===== config.mk =====
export PLATFORM = sky130hd
export DESIGN_NAME = serial_adder_flat
export DESIGN_NICKNAME = d
export VERILOG_FILES = /design/src/rtl/serial_adder_if.sv /design/src/rtl/serial_adder.sv /design/src/flat_wrapper.sv
export SDC_FILE = /design/constraint.sdc
export NUM_CORES = 1
export LEC_CHECK = 0
export BUFFER_PORTS_ARGS = -buffer_cell sky130_fd_sc_hd__buf_2
export CAP_MARGIN = 20
export CORE_MARGIN = 2
export CORE_UTILIZATION = 30
export DETAILED_ROUTE_END_ITERATION = 8
export PLACE_DENSITY_LB_ADDON = 0.12
export SLEW_MARGIN = 20
export SYNTH_ARGS = -nofsm -noshare
export SYNTH_HDL_FRONTEND = slang
export SYNTH_SLANG_ARGS = --single-unit

===== constraint.sdc =====
create_clock -name clk -period 1.3 [get_ports clk]
set_input_delay 0.26 -clock clk [delete_from_list [all_inputs] [get_ports clk]]
set_output_delay 0.26 -clock clk [all_outputs]
set_load 0.1 [all_outputs]

===== src/rtl/serial_adder_if.sv =====
// -----------------------------------------------------------------------------
// serial_adder_if
//   Operand/result bundle for the bit-serial adder.
//   master : operand source and result consumer (drives mode, a, b)
//   slave  : the adder itself (drives sum, sum_valid, done, cout, result)
//
//   mode      1 = load operands, 0 = add/shift one bit per clock
//   a, b      WIDTH-bit operands, sampled only on load
//   sum       registered serial sum bit, LSB first
//   sum_valid high for the cycle in which sum holds a valid bit
//   done      high once all WIDTH bits are produced; held until next load
//   cout      final carry-out, valid while done=1
//   result    parallel copy of the sum, valid while done=1
// -----------------------------------------------------------------------------
interface serial_adder_if #(
  parameter int WIDTH = 16
);
  logic             mode;
  logic [WIDTH-1:0] a;
  logic [WIDTH-1:0] b;
  logic             sum;
  logic             sum_valid;
  logic             done;
  logic             cout;
  logic [WIDTH-1:0] result;

  modport master (
    output mode, a, b,
    input  sum, sum_valid, done, cout, result
  );

  modport slave (
    input  mode, a, b,
    output sum, sum_valid, done, cout, result
  );
endinterface


===== src/rtl/serial_adder.sv =====
// -----------------------------------------------------------------------------
// serial_adder
//   Bit-serial two-operand adder. Loads two WIDTH-bit operands in parallel,
//   then produces their sum one bit per clock, LSB first, carrying between
//   bits in a single flop. After WIDTH add steps the parallel result and the
//   final carry-out are presented alongside a sticky done flag.
//
//   clk    rising-edge clock
//   reset  asynchronous, active-low reset; clears every register
//   bus    serial_adder_if.slave (mode/a/b in; sum/sum_valid/done/cout/result out)
// -----------------------------------------------------------------------------
module serial_adder #(
  parameter int WIDTH = 16
) (
  input  logic           clk,
  input  logic           reset,
  serial_adder_if.slave  bus
);

  localparam int CW = $clog2(WIDTH + 1);
  localparam logic [CW-1:0] CNT_LAST = CW'(WIDTH - 1);
  localparam logic [CW-1:0] CNT_END  = CW'(WIDTH);

  logic [WIDTH-1:0] a_q, a_d;
  logic [WIDTH-1:0] b_q, b_d;
  logic [WIDTH-1:0] result_q, result_d;
  logic [CW-1:0]    cnt_q, cnt_d;
  logic             carry_q, carry_d;
  logic             sum_q, sum_d;
  logic             sum_valid_q, sum_valid_d;
  logic             done_q, done_d;
  logic             cout_q, cout_d;

  // Full-adder on the current LSBs and the stored carry.
  logic sum_bit;
  logic carry_new;

  assign sum_bit   = a_q[0] ^ b_q[0] ^ carry_q;
  assign carry_new = (a_q[0] & b_q[0]) | (a_q[0] & carry_q) | (b_q[0] & carry_q);

  always_comb begin
    // NOTE: every next-state signal takes its hold value first so no path
    // through this block leaves it unassigned (which would infer a latch).
    a_d         = a_q;
    b_d         = b_q;
    result_d    = result_q;
    cnt_d       = cnt_q;
    carry_d     = carry_q;
    sum_d       = sum_q;
    sum_valid_d = sum_valid_q;
    done_d      = done_q;
    cout_d      = cout_q;

    if (bus.mode) begin
      // Load always wins over an addition in progress and restarts it.
      a_d         = bus.a;
      b_d         = bus.b;
      result_d    = '0;
      cnt_d       = '0;
      carry_d     = 1'b0;
      sum_d       = 1'b0;
      sum_valid_d = 1'b0;
      done_d      = 1'b0;
      cout_d      = 1'b0;
    end else if (cnt_q < CNT_END) begin
      a_d         = {1'b0, a_q[WIDTH-1:1]};
      b_d         = {1'b0, b_q[WIDTH-1:1]};
      result_d    = {sum_bit, result_q[WIDTH-1:1]};
      cnt_d       = cnt_q + 1'b1;
      carry_d     = carry_new;
      sum_d       = sum_bit;
      sum_valid_d = 1'b1;
      if (cnt_q == CNT_LAST) begin
        done_d = 1'b1;
        cout_d = carry_new;
      end
    end else begin
      // Idle after completion: done/cout/result stay put, serial output quiet.
      sum_d       = 1'b0;
      sum_valid_d = 1'b0;
    end
  end

  // NOTE: sequential state uses non-blocking assignments so every flop samples
  // the pre-edge values, independent of statement order.
  always_ff @(posedge clk or negedge reset) begin
    if (!reset) begin
      a_q         <= '0;
      b_q         <= '0;
      result_q    <= '0;
      cnt_q       <= '0;
      carry_q     <= 1'b0;
      sum_q       <= 1'b0;
      sum_valid_q <= 1'b0;
      done_q      <= 1'b0;
      cout_q      <= 1'b0;
    end else begin
      a_q         <= a_d;
      b_q         <= b_d;
      result_q    <= result_d;
      cnt_q       <= cnt_d;
      carry_q     <= carry_d;
      sum_q       <= sum_d;
      sum_valid_q <= sum_valid_d;
      done_q      <= done_d;
      cout_q      <= cout_d;
    end
  end

  assign bus.sum       = sum_q;
  assign bus.sum_valid = sum_valid_q;
  assign bus.done      = done_q;
  assign bus.cout      = cout_q;
  assign bus.result    = result_q;

endmodule


===== src/flat_wrapper.sv =====
// flat-port wrapper written by rule: the top's interface ports become plain ports
module serial_adder_flat 
#(
  parameter int WIDTH = 16
)
  (clk, reset, bus_mode, bus_a, bus_b, bus_sum, bus_sum_valid, bus_done, bus_cout, bus_result);
  serial_adder_if #(.WIDTH(WIDTH)) bus_i ();
  input  logic clk;
  input  logic reset;
  input wire logic [$bits(bus_i.mode)-1:0] bus_mode;
  input wire logic [$bits(bus_i.a)-1:0] bus_a;
  input wire logic [$bits(bus_i.b)-1:0] bus_b;
  output wire logic [$bits(bus_i.sum)-1:0] bus_sum;
  output wire logic [$bits(bus_i.sum_valid)-1:0] bus_sum_valid;
  output wire logic [$bits(bus_i.done)-1:0] bus_done;
  output wire logic [$bits(bus_i.cout)-1:0] bus_cout;
  output wire logic [$bits(bus_i.result)-1:0] bus_result;
  assign bus_i.mode = bus_mode;
  assign bus_i.a = bus_a;
  assign bus_i.b = bus_b;
  assign bus_sum = bus_i.sum;
  assign bus_sum_valid = bus_i.sum_valid;
  assign bus_done = bus_i.done;
  assign bus_cout = bus_i.cout;
  assign bus_result = bus_i.result;
  serial_adder #(.WIDTH(WIDTH)) u_core (.clk(clk), .reset(reset), .bus(bus_i));
endmodule

## After elaboration in Yosys (flattened, before gate mapping)

Index checks and enable logic that the tools add are counted.
W data, S select, Z words.

| cells by class | value |
|---|---|
| multiplexer cells | 20 |
| add/subtract/negate cells | 1 |
| reductions and logical operators | 3 |
| magnitude comparators | 1 |
| bitwise operators | 7 |
| equality and inequality tests | 1 |

Operator list:

| cell | count |
|---|---|
| $mux W16 | 6 |
| $mux W1 | 12 |
| $mux W5 | 2 |
| $add A5 B1 Y5 const B | 1 |
| $eq A5 B4 Y1 const B | 1 |
| $lt A5 B5 Y1 const B | 1 |
| $reduce_bool A2 Y1 | 2 |
| $and A1 B1 Y1 | 3 |
| $or A1 B1 Y1 | 2 |
| $reduce_and A2 Y1 | 1 |
| $xor A1 B1 Y1 | 2 |

| storage, ports and cells | value |
|---|---|
| bits in registers | 58 |
| logic and storage cells | 42 |
| output and inout port bits | 20 |

## Depth between registers and ports, before layout

| depth | value |
|---|---|
| word-level depth | 6 |
| depth in mapped cells | 7 |

## Least setup slack after synthesis

No wires, ideal clock.

| timing | value |
|---|---|
| path type | register to register |
| start point | reg u_core.cnt_q[0] |
| end point | reg u_core.cout_q, in the netlist u_core.bus.cout |
| path slack | -0.054 ns |
| clock period less this slack | 1.354 ns |
| stages on the path, launching flop included | 7 |
| setup time | 0.122 ns |
| required time | 1.178 ns |
| path buffers | 0 |
| data arrival time | 1.232 ns |
| cell sequence | dfrtp_1 ha_1 and3_1 ha_1 nand2b_1 mux2i_1 nor2_1 |

| between the ends | value |
|---|---|
| cells in the longest elaborated chain, start to end | 3 |

RTL lines:

| element | RTL line | source |
|---|---|---|
| start: declaration | serial_adder.sv:27 | `logic [CW-1:0] cnt_q, cnt_d;` |
| start signal: assignment | serial_adder.sv:101 | `cnt_q <= cnt_d;` |
| $lt A5 B5 Y1 / $eq A5 B4 Y1 (equally long branches) | serial_adder.sv:65, serial_adder.sv:73 |  |
| $reduce_bool A2 Y1 (no line) | - |  |
| $reduce_and A2 Y1 (no line) * | - |  |
| end signal: assignment | serial_adder.sv:106 | `cout_q <= cout_d;` |
| end: declaration | serial_adder.sv:32 | `logic cout_q, cout_d;` |

Mark *: on every way between the ends. The rest lies on a longest branch, timed or not.
A chain may end at the register's enable or synchronous reset.

## Final worst setup path

| timing | value |
|---|---|
| start point | reg u_core.cnt_q[1] |
| end point | reg u_core.cout_q, in the netlist u_core.bus.cout |

Same word-level chain as after synthesis.

==> summary.md <==
| Metric | Value |
|---|---|
| Port bufs | 54 |
| Pwr Density | 1340 nW/µm² |
| Tcrit/Tclk final | 101% |
| Data arrival time of the critical path | 1.53 ns |
| Failing checks | negative setup slack |
| Ratio of cells with drive above 1 in the final layout | 29.4% |
| Final Instance Count excl. Fillers | 398 |
| GRT overflow | 0 |
| LEAKAGE | 1.56 nW |
| Combinational Power Share | 17.0% |
| Cell count after synthesis | 227 |
| Clock Skew | 0.00588 ns |
| Unrepaired setup endpoints after global routing | yes |
| Clk_lat worst skew | 0.33 ns |
| VDD IR max | 0.713 mV |
| Die W | 96.7 µm |
| Antenna violation net count after detailed routing | 0 |
| H-tree depth | 3 |
| Simple-gate share of the synthesized area | 9.60% |
| Hold Path Class | input port to register |
| Yosys reg bits | 58 |
| Die area | 9360 µm² |
| Final Core Density | 42.6% |
| Clk pwr share | 39.1% |
| TNS Setup | -0.0177 ns |
| Largest net degree at the start of global routing | 59 |
| Post-Syn Nets | 265 |
| Post-Place Setup Slack | 0.00147 ns |
| I/O pin cnt | 55 |
| Maxcap violations | 0 |
| Clock-pin slew on the worst setup and hold paths | 0.06 ns |
| Fmax achieved | 759 MHz |
| Area of the mapped netlist | 2580 µm² |
| Num rows | 33 |
| Mux cell area share after synthesis | 19.0% |
| Routed vias | 1763 |
| Cells after DPL | 380 |
| Worst hold margin | 0.137 ns |
| Clock Path Buffers | 2 |
| DR iter-0 viols | 49 |
| Final worst path period need | 1.32 ns |
| Leading cell type in the layout, fill and taps excluded | dfrtp_1 |
| Final Max Slew Viols | 0 |
| Switching Fraction | 27.0% |
| Post-synthesis xor/xnor area fraction | 1.02% |
| Worst-path maximum fanout | 2 |
| Worst endpoint required time | 1.51 ns |
| Fillcell total | 828 |
| Setup Viol. Count Final | 1 |
| Most frequent cells in the layout | dfrtp_1, mux2i_1, nand2_1, buf_2, o21ai_1 |
| Reg power frac | 43.9% |
| Root buffer selected by CTS | clkbuf_8 |
| Area grow syn2layout | 36.5% |
| TritonRoute pass-1 iters | 4 |
| Final Hold Vio Count | 0 |
| Net Switching | 1.27 mW |
| Worst Tran Pin Value | 0.312 ns |
| CP Capture Type | register |
| Yosys cell types | 22 |
| Post-synthesis sequential area ratio | 56.3% |
| CTS tree | yes |
| Initial antenna violation count | 0 |
| Post-synthesis compound-gate area fraction | 6.60% |
| Top-area cell type share of the netlist area | 56.3% |
| First-pass GRT wire length | 8.60 mm |
| Final WL | 4.96 mm |
| Final worst slack | -0.0177 ns |
| CTS resizes | 0 |
| Vias in the first global route | 1843 |
| Starting Density | 31.2% |
| Outcome | finished with violations |
| N_diodes | 0 |
| CTS buffer count | 9 |
| HPWL Detailed | 3.28 mm |
| CP startpoint kind | register |
| Die H | 96.7 µm |
| Max_slew headroom | 79.2% |
| Synth area leaders | dfrtp_1, mux2i_1, o21ai_1 |
| Clock sink count | 58 |
| Post-Synth Adder-Cell Area | 1.75% |
| Mean Syn Cell Area | 11.4 µm² |
| Kind of critical path | register to register |
| Vias/cell | 4.43 |
| Post-DR wirelength/cell | 12.5 µm |
| Int Pwr | 3.43 mW |
| Yosys Warn Count | 0 |
| Main combinational cell family by area after synthesis | multiplexers |
| GRT Overall Usage | 11.5% |
| Final Net Count | 326 |
| Placer Congestion | 0.697 |
| Post-synth top area cell | dfrtp_1 |
| DRC viols | 0 |
| Core box area | 8260 µm² |
==> sequential cells by signal, indices dropped and copies added, names as in the netlist <==
name	count
u_core.bus.sum_valid	1
u_core.bus.result	16
u_core.a_q	16
u_core.bus.cout	1
u_core.bus.sum	1
u_core.cnt_q	5
u_core.bus.done	1
u_core.carry_q	1
u_core.b_q	16
==> what timing repair did <==
action                                  CTS  global route
endpoints found under the hold margin    58             0
endpoints found under the setup margin    1             2
pin swaps                                 2             2
hold buffers                              1             0
buffers inserted                          0             1
==> kinds of logic after synthesis <==
| group | after synthesis |
|---|---|
| AOI/OAI and AO/OA | 34 |
| xor gates and xnor gates | 3 |
| adders and majority gates | 3 |
| buffers and inverters | 18 |
| DFF | 58 |
| muxes | 49 |
| and+or+nand+nor | 62 |
==> synth_stat cells, drive strengths merged <==
cell type / number
buf: 11
nor2: 23
and2: 1
and3: 1
xor2: 2
o21ai: 32
fa: 1
nand2: 34
ha: 2
nand2b: 1
a21oi: 2
dfrtp: 58
mux2i: 49
nor2b: 1
clkbuf: 5
nand4b: 1
inv: 2
xnor2: 1
==> power by group through the flow <==
stage	clock network (mW)	logic, mW	registers [mW]
after floorplan	0	0.419	2.21
after global placement	0	0.807	2.10
after detailed placement	0	0.813	2.10
after CTS	1.90	0.817	2.06
after global routing	1.99	0.877	2.08
final	1.84	0.800	2.06
==> final cells by class <==
class | count | area (µm²) | share of cell area (%)
inverter | 2 | 7.51 | 0.213
timing repair buffer | 66 | 701 | 19.9
tap | 105 | 131 | 3.73
clock buffer | 11 | 141 | 4.02
sequential | 58 | 1460 | 41.3
clock inverter | 5 | 77.6 | 2.20
multi-input combinational | 151 | 1010 | 28.6
==> worst paths after layout <==
path / from / to / slack [ns] / cells after the start
worst min-delay path: bus_a[3] / u_core.a_q[3] / 0.14 / 3
worst max register to register: u_core.cnt_q[1] / u_core.bus.cout / -0.02 / 6
worst min register to register: u_core.a_q[15] / u_core.a_q[15] / 0.54 / 2
max in group asynchronous: reset / u_core.cnt_q[4] / 0.57 / 3
worst max-delay path: u_core.cnt_q[1] / u_core.bus.cout / -0.02 / 6
min in group asynchronous: reset / u_core.a_q[8] / 0.45 / 3
==> metal layers <==
metal / routed length [µm] / vias to the layer above / GRT usage (%)
met5: 0 / - / 0
met4: 72 / 0 / 5.85
met3: 198 / 8 / 3.83
met2: 2260 / 34 / 17.7
met1: 2430 / 835 / 14.4
li1: - / 886 / -
==> metrics by stage <==
step                      instance area, µm²  power [mW]
after global routing                    3520        4.95
after floorplan                         2610        2.63
after CTS                               3510        4.78
after global placement                  3280        2.90
after detailed placement                3280        2.91
final                                   3520        4.70
==> worst max-delay path: stages, from the launching register on <==
cell and delay (ns):
dfrtp_1 0.39, ha_2 0.19, and3_4 0.17, ha_4 0.15, nand2b_4 0.06, mux2i_1 0.18
nor2_1 0.06
(Power assumes the default switching activity.)
